`config.mk`:
```
export PLATFORM = sky130hd
export DESIGN_NAME = mspu_ingress_framer
export DESIGN_NICKNAME = d
export VERILOG_FILES = /design/src/rtl/mspu_ingress_framer.sv
export SDC_FILE = /design/constraint.sdc
export NUM_CORES = 1
export LEC_CHECK = 0
export BUFFER_PORTS_ARGS = -buffer_cell sky130_fd_sc_hd__buf_2
export CAP_MARGIN = 20
export CORE_AREA = 2 2 401 403
export CTS_BUF_LIST = sky130_fd_sc_hd__clkbuf_4
export CTS_CLUSTER_DIAMETER = 40
export DETAILED_ROUTE_END_ITERATION = 12
export DIE_AREA = 0 0 403 405
export GPL_ROUTABILITY_DRIVEN = 0
export SLEW_MARGIN = 20
export SYNTH_ARGS = -nofsm -noshare
export SYNTH_HDL_FRONTEND = slang
export SYNTH_SLANG_ARGS = --single-unit
```
`constraint.sdc`:
```
create_clock -name clk -period 2.9 [get_ports clk]
set_input_delay 0.29 -clock clk [delete_from_list [all_inputs] [get_ports clk]]
set_output_delay 0.29 -clock clk [all_outputs]
set_load 0.05 [all_outputs]
```
`src/rtl/mspu_ingress_framer.sv`:
```
// Ingress framer: reshapes variable-length 512-bit packets into fixed
// FRAME_BEATS-beat frames. Short packets are zero-padded, long packets are
// truncated, and every frame is followed by DRAIN_CYCLES idle cycles so the
// downstream 32-bit unpacker can empty.
module mspu_ingress_framer #(
    parameter int FRAME_BEATS  = 32,
    parameter int DRAIN_CYCLES = 520
) (
    input  logic         clk,
    input  logic         reset,
    input  logic         in_valid,
    input  logic         in_sop,
    input  logic         in_eop,
    input  logic [511:0] in_data,
    output logic         in_ready,
    output logic         out_valid,
    output logic         out_sop,
    output logic         out_eop,
    output logic [511:0] out_data,
    output logic         pad_pulse,
    output logic         trunc_pulse,
    output logic [7:0]   err_count
);

    typedef enum logic [2:0] {IDLE, PASS, PAD, DROP, DRAIN} state_t;

    localparam logic [10:0] LAST_BEAT  = 11'(FRAME_BEATS - 1);
    localparam logic [15:0] DRAIN_LOAD = 16'(DRAIN_CYCLES);

    state_t       state, state_d;
    logic [10:0]  beat_cnt, beat_cnt_d;
    logic [15:0]  drain_cnt, drain_cnt_d;
    logic         vld_d, sop_d, eop_d, pad_d, trunc_d, err_inc;
    logic [511:0] data_d;
    logic         accept;

    // Ready depends only on the registered state, never on in_valid.
    always_comb begin
        in_ready = (state == IDLE) || (state == PASS) || (state == DROP);
    end

    assign accept = in_valid & in_ready;

    // Next-state and next-output decode for the framing FSM.
    always_comb begin
        state_d     = state;
        beat_cnt_d  = beat_cnt;
        drain_cnt_d = drain_cnt;
        vld_d       = 1'b0;
        sop_d       = 1'b0;
        eop_d       = 1'b0;
        pad_d       = 1'b0;
        trunc_d     = 1'b0;
        err_inc     = 1'b0;
        data_d      = out_data;
        case (state)
            IDLE: begin
                if (accept) begin
                    if (!in_sop) begin
                        err_inc = 1'b1;
                    end else begin
                        vld_d      = 1'b1;
                        sop_d      = 1'b1;
                        data_d     = in_data;
                        beat_cnt_d = 11'd1;
                        if (in_eop) begin
                            state_d = PAD;
                            pad_d   = 1'b1;
                        end else begin
                            state_d = PASS;
                        end
                    end
                end
            end
            PASS: begin
                if (accept) begin
                    vld_d      = 1'b1;
                    data_d     = in_data;
                    beat_cnt_d = beat_cnt + 11'd1;
                    if (in_sop) err_inc = 1'b1;
                    if (beat_cnt == LAST_BEAT) begin
                        eop_d = 1'b1;
                        if (in_eop) begin
                            state_d     = DRAIN;
                            drain_cnt_d = DRAIN_LOAD;
                        end else begin
                            state_d = DROP;
                            trunc_d = 1'b1;
                        end
                    end else if (in_eop) begin
                        state_d = PAD;
                        pad_d   = 1'b1;
                    end
                end
            end
            PAD: begin
                vld_d      = 1'b1;
                data_d     = '0;
                beat_cnt_d = beat_cnt + 11'd1;
                if (beat_cnt == LAST_BEAT) begin
                    eop_d       = 1'b1;
                    state_d     = DRAIN;
                    drain_cnt_d = DRAIN_LOAD;
                end
            end
            DROP: begin
                if (accept && in_eop) begin
                    state_d     = DRAIN;
                    drain_cnt_d = DRAIN_LOAD;
                end
            end
            DRAIN: begin
                // Entered with DRAIN_CYCLES loaded; leaving on 1 gives exactly
                // DRAIN_CYCLES cycles with in_ready low.
                drain_cnt_d = drain_cnt - 16'd1;
                if (drain_cnt == 16'd1) state_d = IDLE;
            end
            default: state_d = IDLE;
        endcase
    end

    // State, counters and registered outputs.
    always_ff @(posedge clk) begin
        if (reset) begin
            state       <= IDLE;
            beat_cnt    <= '0;
            drain_cnt   <= '0;
            err_count   <= '0;
            out_valid   <= 1'b0;
            out_sop     <= 1'b0;
            out_eop     <= 1'b0;
            out_data    <= '0;
            pad_pulse   <= 1'b0;
            trunc_pulse <= 1'b0;
        end else begin
            state       <= state_d;
            beat_cnt    <= beat_cnt_d;
            drain_cnt   <= drain_cnt_d;
            out_valid   <= vld_d;
            out_sop     <= sop_d;
            out_eop     <= eop_d;
            out_data    <= data_d;
            pad_pulse   <= pad_d;
            trunc_pulse <= trunc_d;
            if (err_inc && err_count != 8'hFF) err_count <= err_count + 8'd1;
        end
    end

endmodule

```
==> results list, run 1 <==
* Initial cell density of the core: 0.1298
- Maximum clock path buffer count: 3
* Async SR Flop Fraction: 0
* Top-area cell type share of the netlist area: 0.5374
* Number of setup buffers added after CTS: 0
- The floorplan step set the die height to 405 µm.
* IO buf count: roughly 1,000
* Syn avg cell area: 8.139 µm²
* Synth Area in Adders: 0.002421
- Multiplexer share of the synthesized area: 0.001997
* Proportion of synthesized chip area in sequential cells: 0.5374
- Yosys mapped the design onto 57 distinct sky130hd cell types.
- Cell types with the largest area share after synthesis: sky130_fd_sc_hd__dfxtp_1 (54%), sky130_fd_sc_hd__a21oi_1 (13%), sky130_fd_sc_hd__nand3_1 (13%)
* Most frequent cell after synthesis: sky130_fd_sc_hd__dfxtp_1
* Run status: stopped before the end
* Root Buffer Master: sky130_fd_sc_hd__clkbuf_4
* Num Clock Sinks: around 560
- In this run the horizontal extent of the chip is between 400 and 500 µm.
* H-tree levels: 4
* Post-Synthesis Net Count: between 3,000 and 4,000
* Combinational family with the most area after synthesis: simple AND/OR/NAND/NOR gates
* Quantity of hold-fixing buffers added after cts: 1,158
- Of the total synthesized cell area, the portion taken by XOR and XNOR cells is 0.002542.
- Mapped cell area: 20,670 µm²
* CTS buffer count: 167
- In the synthesized netlist the dominant register cell turns out to be sky130_fd_sc_hd__dfxtp_1.
- Count of flip-flops with a built-in enable after synthesis: 0
- Failing step: clock tree synthesis
* Share of synthesized cell area in and, or, nand and nor gates: 0.2472
- Most numerous cell types in the synthesized netlist: sky130_fd_sc_hd__dfxtp_1 (555), sky130_fd_sc_hd__nand2_1 (530), sky130_fd_sc_hd__a21oi_1 (529)
- Resize count post-CTS: 1
- Core Rows: 147
- The biggest area contributor in the post-synthesis netlist is sky130_fd_sc_hd__dfxtp_1.
* Complex-gate fraction of the synthesized area: 0.1511
* Tool error: [ERROR RSZ-0060] Max buffer count reached.
* Flops & latches, synth: approximately 560
* Count of synthesis-stage warnings from yosys: 0
* HPWL after detailed placement: 102,600 µm
- Count of mapped cells out of synthesis: approximately 2,500
* Number of top-level pins: 1,043
## through the flow
step	instance area (µm²)	util	setup slack (ns)	instances
detailed placement	28090	0.1763	0.5681	5480
floorplan	20670	-	1.081	2540
global placement	28090	0.1763	0.6278	5480
## logic make-up after synthesis
kind of cell,after synthesis
mux,4
flops,555
compound gates,590
buf+inv,251
xor+xnor,6
simple gates,1130
fa+ha+maj,4
==> inputs of run 2 (changes only) <==
Settings changed: CORE_AREA 2 2 401 403 to 2 2 402 404, CTS_BUF_LIST sky130_fd_sc_hd__clkbuf_4 to default, CTS_CLUSTER_DIAMETER 40 to default, DIE_AREA 0 0 403 405 to 0 0 404 406, PLACE_DENSITY_LB_ADDON from default to 0.15.
==> run 2 against run 1 <==
  * The flow now finishes without violations
  * Synthesized cell count unchanged
  * Area after synthesis unchanged
==> results list, run 2 <==
* Placed Cells incl. Taps: 5,519 (+0.71%)
* HPWL after detailed placement: 80,410 µm (-22%)
- Global routing finished with a remaining overflow of 0.
* DP Worst Slack: 0.7388 ns (+0.1707 ns)
- Largest registers: out_data x512, drain_cnt x16, beat_cnt x11
- Leakage power: 15.53 nW
- Resize count post-CTS: 0 (-1)
- The die boundary height is 406 µm (+0.25%).
* DR vias/cell: slightly below 4
* Crit path max-delay cell type: sky130_fd_sc_hd__dfxtp_1
- In this run the critical register-to-register path is captured at out_data[131]$_SDFFE_PP0P_.
- The clock reaches the later pin of the worst-skew pair after 0.68 ns.
* Quantity of hold-fixing buffers added after cts: 514 (-56%)
* Number of standard cells in the layout, taps in and fillers out: 6,183
- Worst r2r path cells: 6
- Router iterations before antenna repair: 5
* Final worst slack: 0.5700 ns
* Die Width: 404 µm (+0.25%)
- Max-cap violations in this run came to 0.
- The total area inside the core boundary comes to 159,600 µm².
- The average footprint of a synthesized cell came to 8.139 µm² (unchanged).
* Area overhead of the layout relative to synthesis: 74.90%
- The filler cells instantiated in the layout total 17,940.
- The number of nets in the synthesized netlist was 3,061 (unchanged).
- The initial cell density of the core is 0.1295 (-0.0002991).
* Maximum number of pins on one net before global-route repair: 104
* Most numerous cell types in the synthesized netlist: sky130_fd_sc_hd__dfxtp_1 (555), sky130_fd_sc_hd__nand2_1 (530), sky130_fd_sc_hd__a21oi_1 (529)
- Max-slew headroom: 0.4420
* Crit path time final: 2.330 ns
* Most frequent standard cell in the layout excluding fill and tap cells: sky130_fd_sc_hd__buf_2
* Setup-violating endpoint count in the final report: 0
* Area of the die: 164,000 µm²
- Summed over all instances, the cell type with the most area after synthesis is sky130_fd_sc_hd__dfxtp_1.
* Flops & latches, synth: 555 (unchanged)
- Async SR Flop Fraction: 0 (unchanged)
- The clock sink total is 555 (unchanged).
- Maximum clock path buffer count: 3 (unchanged)
* Count of flip-flops with a built-in enable after synthesis: 0 (unchanged)
* Minimum setup slack among reg-to-reg paths: 0.72 ns
* Crit Reg-Reg Startpoint: state[2]$_SDFFE_PP0P_
- The number of antenna violations at the first check in global routing came to 34.
- Once detail routing completed, the nets flagged for antenna violations numbered 0.
- Highest clock rate: 429.2 MHz
- Worst setup path endpoint: in_ready
* Flip-flop count of the largest register after layout: 512
* Mapped cell area: 20,670 µm² (unchanged)
- First-iteration detailed-routing DRC count: 1,083
- Most frequent cell after synthesis: sky130_fd_sc_hd__dfxtp_1
* First element of the critical path: state[0]$_SDFFE_PP0P_
- In this run the power density over the cells is between 700 and 800 nW/µm².
- The distinct cell type count after synthesis was 57 (unchanged).
- The number of placement rows came to 147 (unchanged).
- The flow ran to the end, and the final reports show no timing, DRC or antenna violations.
- Top-area cell type share of the netlist area: 0.5374 (unchanged)
- VDD sags by at most 0.5007 mV.
- The total CTS buffers was 79 (-53%).
- Setup repair after global routing missed its margin: false
- Global-route wire length before repair: roughly 160,000 µm
- After detailed routing, the average wire length per cell comes to 17.90 µm.
- The number of warnings printed during yosys synthesis is 0 (unchanged).
- H-tree levels: 3 (-1)
- The critical path is of the flop to output pin type.
- Kind of end point of the critical path: output pin
- CP startpoint kind: flop
- Most frequent cells in the layout: sky130_fd_sc_hd__buf_2 (1,041), sky130_fd_sc_hd__dfxtp_1 (555), sky130_fd_sc_hd__nand2_1 (530)
- In the final timing run, aggregate negative setup slack is 0 ns.
- In the finished design, the share of the clock period the worst path needs comes to 0.8034.
- Clock tree synthesis selected as its root buffer the cell sky130_fd_sc_hd__clkbuf_16.
* Via count of the first global-routing pass: between 20,000 and 25,000
- For this run, the leading register cell type out of synthesis is sky130_fd_sc_hd__dfxtp_1.
- Number of hold-slack violations in the final timing report: 0
- Number of top-level pins: 1,043 (unchanged)
* Highest cell delay on the worst timing path: a little over 0.4 ns
- The synthesized instance count came to 2,540 (unchanged).
- Fin Clk Skew: 0.02925 ns
* Largest fanout on the critical path: 15
* Cell types with the largest area share after synthesis: sky130_fd_sc_hd__dfxtp_1 (54%), sky130_fd_sc_hd__a21oi_1 (13%), sky130_fd_sc_hd__nand3_1 (13%)
- For the pin with the worst max-slew slack, the measured transition is 0.8370 ns.
- The max-slew violation total from the final report came to 0.
* Number of setup buffers added after CTS: 0 (unchanged)
* DR vias: 24,040
* Cells traversed along the worst timing path: buf_4 > nand2b_1 > nor2b_1 > buf_2
- Nets: between 4,000 and 5,000
* Layout cell share with drive strength beyond 1: 0.3113
* Largest Register: out_data
* DRC violations left: 0
- STA puts the critical path data required time at 2.61 ns.
- The sequential area share after synthesis was 0.5374 (unchanged).
- Final Routed Wirelength: 110,700 µm
- At the worst endpoint, the arrival time is 2.04 ns.
- The total of buffers placed on input and output ports was 1,042 (unchanged).
- In this run the worst hold path is classified as input port to flop.
* Reg clk slew, reported paths: 0.05 ns
- In the global route stage, overall resource usage came out at 0.1268.
- CTS tree: yes
==> run 2: layout make-up <==
type	instances	area (µm²)	share of cell area
well taps	2086	2610	0.07218
flip-flops and latches	555	11110	0.3073
inverters	9	33.78	0.0009343
clock inverters	20	267.8	0.007405
clock buffers	110	2263	0.06260
diodes	20	50.05	0.001384
repair buffers	1649	11420	0.3158
multi-input cells	1734	8403	0.2324
==> run 2: through the flow <==
step,hold slack (ns),total power (W),utilization,cell area [µm²]
4_1_cts,0.05774,0.02861,0.2262,36110
6_report,0.06972,0.02803,0.2265,36160
3_3_place_gp,0.4353,0.01814,0.1781,28430
2_1_floorplan,0.3667,0.01512,-,20670
5_1_grt,0.07784,0.02948,0.2264,36150
3_5_place_dp,0.4383,0.01810,0.1781,28430
==> run 2: cells by family after synthesis <==
| family | after synthesis | synth area share |
|---|---|---|
| AND/OR/NAND/NOR | 1130 | 0.2472 |
| AO/OA/AOI/OAI | 590 | 0.1511 |
| flip-flops | 555 | 0.5374 |
| buffers and inverters | 251 | 0.05725 |
| XOR/XNOR | 6 | 0.002542 |
| multiplexers | 4 | 0.001997 |
| adder cells (fa/ha/maj) | 4 | 0.002421 |
==> run 2: worst min path at each step <==
stage,slack [ns],depth (start not counted),end,from
global placement,0.44,2,out_data[33]$_SDFFE_PP0P_,out_data[33]$_SDFFE_PP0P_
finish,0.07,2,out_valid$_SDFF_PP0_,reset
CTS,0.06,2,out_valid$_SDFF_PP0_,reset
floorplan,0.37,1,trunc_pulse$_SDFF_PP0_,in_eop
global route,0.08,2,out_valid$_SDFF_PP0_,reset
detailed placement,0.44,2,out_data[455]$_SDFFE_PP0P_,out_data[455]$_SDFFE_PP0P_
==> run 2: critical path, delay by kind of cell, from the launching register on <==
family	cells	cell delay, ns
and+or+nand+nor	2	0.43
DFF	1	0.41
buffers and inverters	2	0.53
==> run 2: power breakdown <==
| part | switching [W] | leakage, nW | total [W] | internal [W] |
|---|---|---|---|---|
| Combinational | 0.00674 | 9.74 | 0.00930 | 0.00256 |
| Sequential | 0.000535 | 4.54 | 0.00911 | 0.00858 |
| Clock | 0.00398 | 1.25 | 0.00962 | 0.00564 |
| Total | 0.0112 | 15.5 | 0.0280 | 0.0168 |
==> run 2: metal layers <==
layer / global-route usage / up-vias / share of wire
met4: 0.04753 / 26 / 0.035
met2: 0.2071 / 776 / 0.47
met5: 0 / - / 0.0015
met1: 0.1551 / 11290 / 0.43
met3: 0.03997 / 175 / 0.071
li1: - / 11780 / -
No activity file was read; power rests on OpenSTA's default activity.
==> inputs of run 3 (changes only) <==
Clock period 2.9 ns to 2.2 ns, I/O delays scaled along.
==> run 3 against run 2 <==
  * Via count shrank 0.45%
  * Design area grew 0.64%
  * Power grew 33%
  * Sequential power grew 32%
  * Setup slack lost 0.44 ns
  * Clock power grew 33%
  * Sequential cell count is the same
  * Critical endpoint is now pad_pulse$_SDFF_PP0_
  * Largest cell class unchanged
==> results list, run 3 (same netlist as run 2, synthesis figures left out) <==
- DRC violations left: 0 (unchanged)
- The number of search-and-repair iterations in the first detailed-routing pass is 5 (unchanged).
- The number of placement rows was 147 (unchanged).
- Total Routing Usage GR: 0.1279 (+0.001135)
- The number of vias per cell after detailed routing came to 3.860 (-0.72%).
- Flip-flop count of the largest register after layout: 512 (unchanged)
- Initial cell density of the core: 0.1295 (unchanged)
- Largest registers: out_data x512, drain_cnt x16, beat_cnt x11
- The number of I/O pins is 1,043 (unchanged).
- The H-tree depth came to 3 (unchanged).
- The final cell count without fillers came to 6,200 (+0.27%).
* Fillcell total: 17,930 (-0.089%)
- The remaining global-route overflow is 0 (unchanged).
- The biggest cell delay along the critical path is 0.55 ns (+0.14 ns).
- Data arrival time of the critical path: 2.61 ns (+0.57 ns)
* Number of hold-slack violations in the final timing report: 0 (unchanged)
* Root Buffer Master: sky130_fd_sc_hd__clkbuf_16
* Area of the die: 164,000 µm² (unchanged)
- Chip height: 406 µm (unchanged)
- Via count of the first global-routing pass: 24,540 (+3.1%)
* Max-slew headroom: 0.5959 (+0.1539)
- The total CTS buffers was 77 (-2.5%).
- Most frequent standard cell in the layout excluding fill and tap cells: sky130_fd_sc_hd__buf_2
* Highest clock rate: 482.1 MHz
* Most frequent cells in the layout: sky130_fd_sc_hd__buf_2 (1,040), sky130_fd_sc_hd__dfxtp_1 (554), sky130_fd_sc_hd__nand2_1 (530)
* Run status: complete, no violations
- The post-detailed-routing wire length came to 110,800 µm (about the same).
* CTS tree: yes
* Area overhead of the layout relative to synthesis: 76.02%
- The max-capacitance violation count was 0 (unchanged).
- The power per cell area is 1023 nW/µm² (+32%).
- Period utilisation layout: 0.9428
- The number of vias in the routed layout was 23,930 (-0.45%).
- The total negative slack for setup checks is 0 ns (unchanged).
- CORE AREA: 159,600 µm² (unchanged)
* Nets: 4,569 (+0.44%)
* Placement Cell Area: 28,590 µm² (+0.56%)
- The smallest clock period supported by the final layout is computed as 2.074 ns.
- The total of buffers placed on input and output ports was 1,042 (unchanged).
* Global-route wire length before repair: 159,900 µm (+1.1%)
- Wire length per cell after detailed routing: 17.86 µm (-0.21%)
* Crit path max-delay cell type: sky130_fd_sc_hd__dlygate4sd3_1
* Maximum clock path buffer count: 3 (unchanged)
* Peak ir drop on the vdd network: 0.5469 mV (+9.2%)
* Count of nets left with antenna violations after detail routing: 0 (unchanged)
- Final design instance area without fill: 36,390 µm² (+0.64%)
- Initial antenna violation count: 16 (-53%)
- The max-slew violation total from the final report is 0 (unchanged).
- The maximum clock skew at final layout came to 0.02717 ns (-0.002082 ns).
- The pin count of the biggest net entering global routing is 102 (-1.9%).
- Ranked by flip-flop count, first place goes to out_data.
- Leakage power: 15.67 nW (+0.89%)
- The critical path required time is 2.74 ns (+0.13 ns).
- CP startpoint kind: flop
* Cells traversed along the worst timing path: ha_1 > nor4b_2 > nand4_1 > buf_4 > inv_1 > a211oi_1 > dlygate4sd3_1
* Setup-violating endpoint count in the final report: 0 (unchanged)
- The transition time at the pin with the least slew margin was 0.6061 ns (-0.2309 ns).
- Reg clk slew, reported paths: 0.06 ns (about the same)
* Num Clock Sinks: 555 (unchanged)
- Worst Hold Class: input port to flop
- The fraction of final layout cells with drive strength greater than 1 came to 0.3154 (+0.004134).
- The worst setup path is of the flop to flop kind.
- The iteration-0 DRC count of the detailed router is 1,179 (+8.9%).
- The number of cells in the design after placement was 5,537 (+0.33%).
- The worst setup path is captured at a flop.
* HPWL after detailed placement: 81,560 µm (+1.4%)
- The width of the die came to 404 µm (unchanged).
- The clock latency on the worst-skew pair is 0.66 ns (-0.02 ns).
* Largest fanout on the critical path: 4 (-11)
- Setup repair after global routing missed its margin: false
- Pwr Total: 0.03721 W (+33%)
run 3: cell types whose count changed in the layout (fill, tap and decap cells not counted), sizes merged:
cell and delta:
buf +19, diode -12, clkbuf +7, clkinv -3, dlygate4sd3 +3, clkinvlp +2
bufinv +1
run 3: layer usage:
layer | vias up | share of wire | GRT usage
met3 | 176 | 0.066 | 0.03588
met4 | 10 | 0.037 | 0.05302
li1 | 11790 | - | -
met5 | - | 0.00052 | 0
met2 | 759 | 0.47 | 0.2104
met1 | 11200 | 0.43 | 0.1562
run 3: area by class of cell:
cell class | count | area [µm²] | share of cell area
antenna | 8 | 20.02 | 0.0005502
clock buffer | 117 | 2318 | 0.06371
clock inverter | 20 | 257.7 | 0.007083
inverter | 9 | 33.78 | 0.0009284
multi-input combinational | 1734 | 8412 | 0.2312
sequential | 555 | 11110 | 0.3054
tap | 2086 | 2610 | 0.07173
timing repair buffer | 1671 | 11620 | 0.3194
run 3: critical path: cells and delay by family, from the launching register on:
family	cells	cell delay (ns)
buffers and inverters	3	0.83
and+or+nand+nor	2	0.48
DFF	1	0.34
adders and majority gates	1	0.24
AOI/OAI and AO/OA	1	0.06
run 3: power by group:
group | total, W | switching (W) | internal (W)
combinational | 0.0124 | 0.00896 | 0.00345
sequential | 0.0120 | 0.000704 | 0.0113
clock | 0.0128 | 0.00514 | 0.00765
total | 0.0372 | 0.0148 | 0.0224
run 3: metrics by stage:
stage	util	setup slack (ns)	hold slack, ns
CTS	0.2277	0.002826	0.2491
detailed placement	0.1791	0.2269	0.4397
floorplan	-	0.3814	0.2967
global placement	0.1791	0.2449	0.4350
finish	0.2279	0.1258	0.3503
global route	0.2279	0.01935	0.3158
run 3: repair_timing:
action / 4_1_cts / 5_1_grt
hold endpoints to repair: 526 / 0
resized for setup: 4 / 2
pin swaps: 0 / 1
setup endpoints to repair: 1 / 2
hold buffers: 517 / 0
buffers inserted: 0 / 1
run 3: final timing paths:
path,start,endpoint,slack (ns),cells past startpoint
worst min register to register,out_data[153]$_SDFFE_PP0P_,out_data[153]$_SDFFE_PP0P_,0.45,2
worst min-delay path,in_data[13],out_data[13]$_SDFFE_PP0P_,0.35,4
worst max-delay path,beat_cnt[1]$_SDFFE_PP0P_,pad_pulse$_SDFF_PP0_,0.13,7
worst max register to register,beat_cnt[1]$_SDFFE_PP0P_,pad_pulse$_SDFF_PP0_,0.13,7
==> inputs of run 4 (changes only) <==
Settings changed: CTS_CLUSTER_SIZE from default to 24, SETUP_SLACK_MARGIN from default to 0.15.
==> run 4 against run 3 <==
  * Critical path depth down 3
  * Design area about the same
  * Setup slack better by 0.17 ns
  * Sequential cell count unchanged
  * Global-route usage about the same
  * Clock-buffer cell count unchanged
  * Clock power about the same
==> results list, run 4 (same netlist as run 2, synthesis figures left out) <==
- Leakage power: 15.68 nW (about the same)
- Setup-violating endpoint count in the final report: 0 (unchanged)
* Root Buffer Master: sky130_fd_sc_hd__clkbuf_16
* Crit path time final: 1.902 ns (-0.1720 ns)
* Setup repair after global routing missed its margin: false
- Fin Clk Skew: 0.02982 ns (+0.002654 ns)
- The total CTS buffers came to 78 (+1.3%).
- Largest Register: out_data
- Global-route wire length before repair: 160,000 µm (about the same)
- DR vias/cell: 3.861 (about the same)
* Most frequent standard cell in the layout excluding fill and tap cells: sky130_fd_sc_hd__buf_2
- Cells traversed along the worst timing path: buf_6 > nand2b_4 > nor2b_4 > buf_6
- Maximum clock path buffer count: 3 (unchanged)
* Minimum setup slack among reg-to-reg paths: 0.31 ns (+0.18 ns)
- First-iteration detailed-routing DRC count: 1,172 (-0.59%)
* Nets: 4,568 (-0.022%)
* Total Routing Usage GR: 0.1279 (about the same)
* CORE AREA: 159,600 µm² (unchanged)
* Final Slew Violations: 0 (unchanged)
* Crit path max-delay cell type: sky130_fd_sc_hd__dfxtp_4
* Num Clock Sinks: 555 (unchanged)
* First element of the critical path: state[0]$_SDFFE_PP0P_
- Reg area: 11,110 µm² (unchanged)
- The largest registers in the layout are out_data x512, drain_cnt x16, beat_cnt x11.
- The clock-pin slew on the worst setup and hold paths was 0.06 ns (about the same).
- Overflow left after global routing: 0 (unchanged)
* Initial cell density of the core: 0.1295 (unchanged)
* Area overhead of the layout relative to synthesis: 76.05% (about the same)
- Highest clock rate: 525.7 MHz (+9.0%)
- Chip height: 406 µm (unchanged)
- Router iterations before antenna repair: 5 (unchanged)
- The maximum fanout count along the critical path is 11 (+7).
- Peak ir drop on the vdd network: 0.5438 mV (-0.56%)
* Worst r2r path cells: 6 (-1)
- The relative slew slack came to 0.5859 (-0.01003).
- Max-cap check violation count: 0 (unchanged)
- The post-detailed-routing wire length is 110,800 µm (unchanged).
* CP startpoint kind: flop
- Count of nets left with antenna violations after detail routing: 0 (unchanged)
- Transition time at the pin with the least slew margin: 0.6212 ns (+0.01504 ns)
* Sum of negative setup slack: 0 ns (unchanged)
- The clock latency on the worst-skew pair came to 0.66 ns (about the same).
- Data arrival time of the critical path: 1.68 ns (-0.93 ns)
- The biggest cell delay along the critical path came to 0.40 ns (-0.15 ns).
* Kind of end point of the critical path: output pin
* Most prevalent standard cell on the critical path: sky130_fd_sc_hd__buf_6
- The number of placement rows was 147 (unchanged).
- Initial antenna violation count: 16 (unchanged)
- The power per cell area came to 1022 nW/µm² (about the same).
- The final critical-path share of the clock period was 0.8647 (-0.07818).
* Layout cell share with drive strength beyond 1: 0.3160 (+0.0005640)
* Number of top-level pins: 1,043 (unchanged)
- The full die area is 164,000 µm² (unchanged).
- CTS tree: yes
- Crit Reg-Reg Startpoint: state[2]$_SDFFE_PP0P_
- The remaining routing DRC violations came to 0 (unchanged).
- The via count of the first global-routing pass came to 24,550 (+0.024%).
- The total of buffers placed on input and output ports is 1,042 (unchanged).
- The setup path with the least slack is of type flop to output pin.
- The routed wire length per instance is 17.86 µm (about the same).
- The fill cell instance count of the final layout came to 17,910 (-0.089%).
- Number of setup buffers added after CTS: 0 (unchanged)
- Maximum number of pins on one net before global-route repair: 102 (unchanged)
- The final cell utilization of the core was 0.2280 (about the same).
* HPWL after detailed placement: 81,560 µm (unchanged)
- The final hold violation count is 0 (unchanged).
- Worst setup path endpoint: in_ready
* Destination of the worst register-to-register timing path: out_data[471]$_SDFFE_PP0P_
- The run finished with clean final reports.
* Worst Hold Class: input port to flop
* Flip-flop count of the largest register after layout: 512 (unchanged)
- The combined area of the multi-input logic cells was 8424 µm² (+0.15%).
- The width of the die came to 404 µm (unchanged).
- DR vias: 23,940 (+0.042%)
- Most frequent cells in the layout: sky130_fd_sc_hd__buf_2 (1,040), sky130_fd_sc_hd__dfxtp_1 (554), sky130_fd_sc_hd__nand2_1 (530)
- The H-tree depth came to 3 (unchanged).
- The critical path required time is 1.98 ns (-0.76 ns).
==> run 4: cell types whose count changed in the layout (fill, tap and decap cells not counted), sizes merged <==
cell / previous run / this run
dlygate4sd3: 517 / 516
buf: 1154 / 1153
inv: 13 / 14
bufinv: 3 / 2
clkinv: 11 / 12
diode: 8 / 10
==> run 4: what timing repair did <==
item / CTS / global route
endpoints found under the hold margin: 526 / 0
resized for setup: 8 / 3
hold buffers: 516 / 0
endpoints found under the setup margin: 1 / 6
pin swaps: 0 / 2
==> run 4: routing by layer <==
metal	track usage	vias to the layer above	wire (µm)
li1	-	11790	-
met1	0.1561	11190	47200
met2	0.2104	785	51980
met3	0.03627	166	7512
met4	0.05289	8	4013
met5	0	-	53
==> run 4: area by class of cell <==
| cell class | instances | share of cell area |
|---|---|---|
| repair buffers | 1669 | 0.3192 |
| flip-flops and latches | 555 | 0.3054 |
| multi-input cells | 1734 | 0.2315 |
| well taps | 2086 | 0.07171 |
| clock buffers | 117 | 0.06429 |
| clock inverters | 21 | 0.006360 |
| inverters | 9 | 0.0009282 |
| diodes | 10 | 0.0006876 |
==> run 4: stage by stage <==
step	cell area, µm²	setup WS [ns]	hold slack, ns	total power, W	instances
after floorplan	20670	0.3814	0.2967	0.01992	2540
after global placement	28590	0.2449	0.4350	0.02403	5537
after detailed placement	28590	0.2269	0.4397	0.02400	5537
after CTS	36360	0.1829	0.2483	0.03800	6191
after global routing	36380	0.1531	0.3143	0.03915	6197
final	36390	0.2977	0.3508	0.03720	6201
==> run 4: how the worst min path moves through the flow <==
stage / from / to / depth (start not counted)
after floorplan: in_eop / trunc_pulse$_SDFF_PP0_ / 1
after global placement: out_data[252]$_SDFFE_PP0P_ / out_data[252]$_SDFFE_PP0P_ / 2
after detailed placement: out_data[46]$_SDFFE_PP0P_ / out_data[46]$_SDFFE_PP0P_ / 2
after CTS: in_data[138] / out_data[138]$_SDFFE_PP0P_ / 4
after global routing: in_data[64] / out_data[64]$_SDFFE_PP0P_ / 4
final: in_data[13] / out_data[13]$_SDFFE_PP0P_ / 4
==> run 4: worst max-delay path, delay by kind of cell (launching register included) <==
kind	cells	cell delay (ns)
buffers and inverters	2	0.33
DFF	1	0.40
and+or+nand+nor	2	0.31
==> run 4: report_power, final <==
group | internal (W) | switching [W]
Combinational | 0.00346 | 0.00896
Sequential | 0.0113 | 0.000705
Clock | 0.00760 | 0.00517
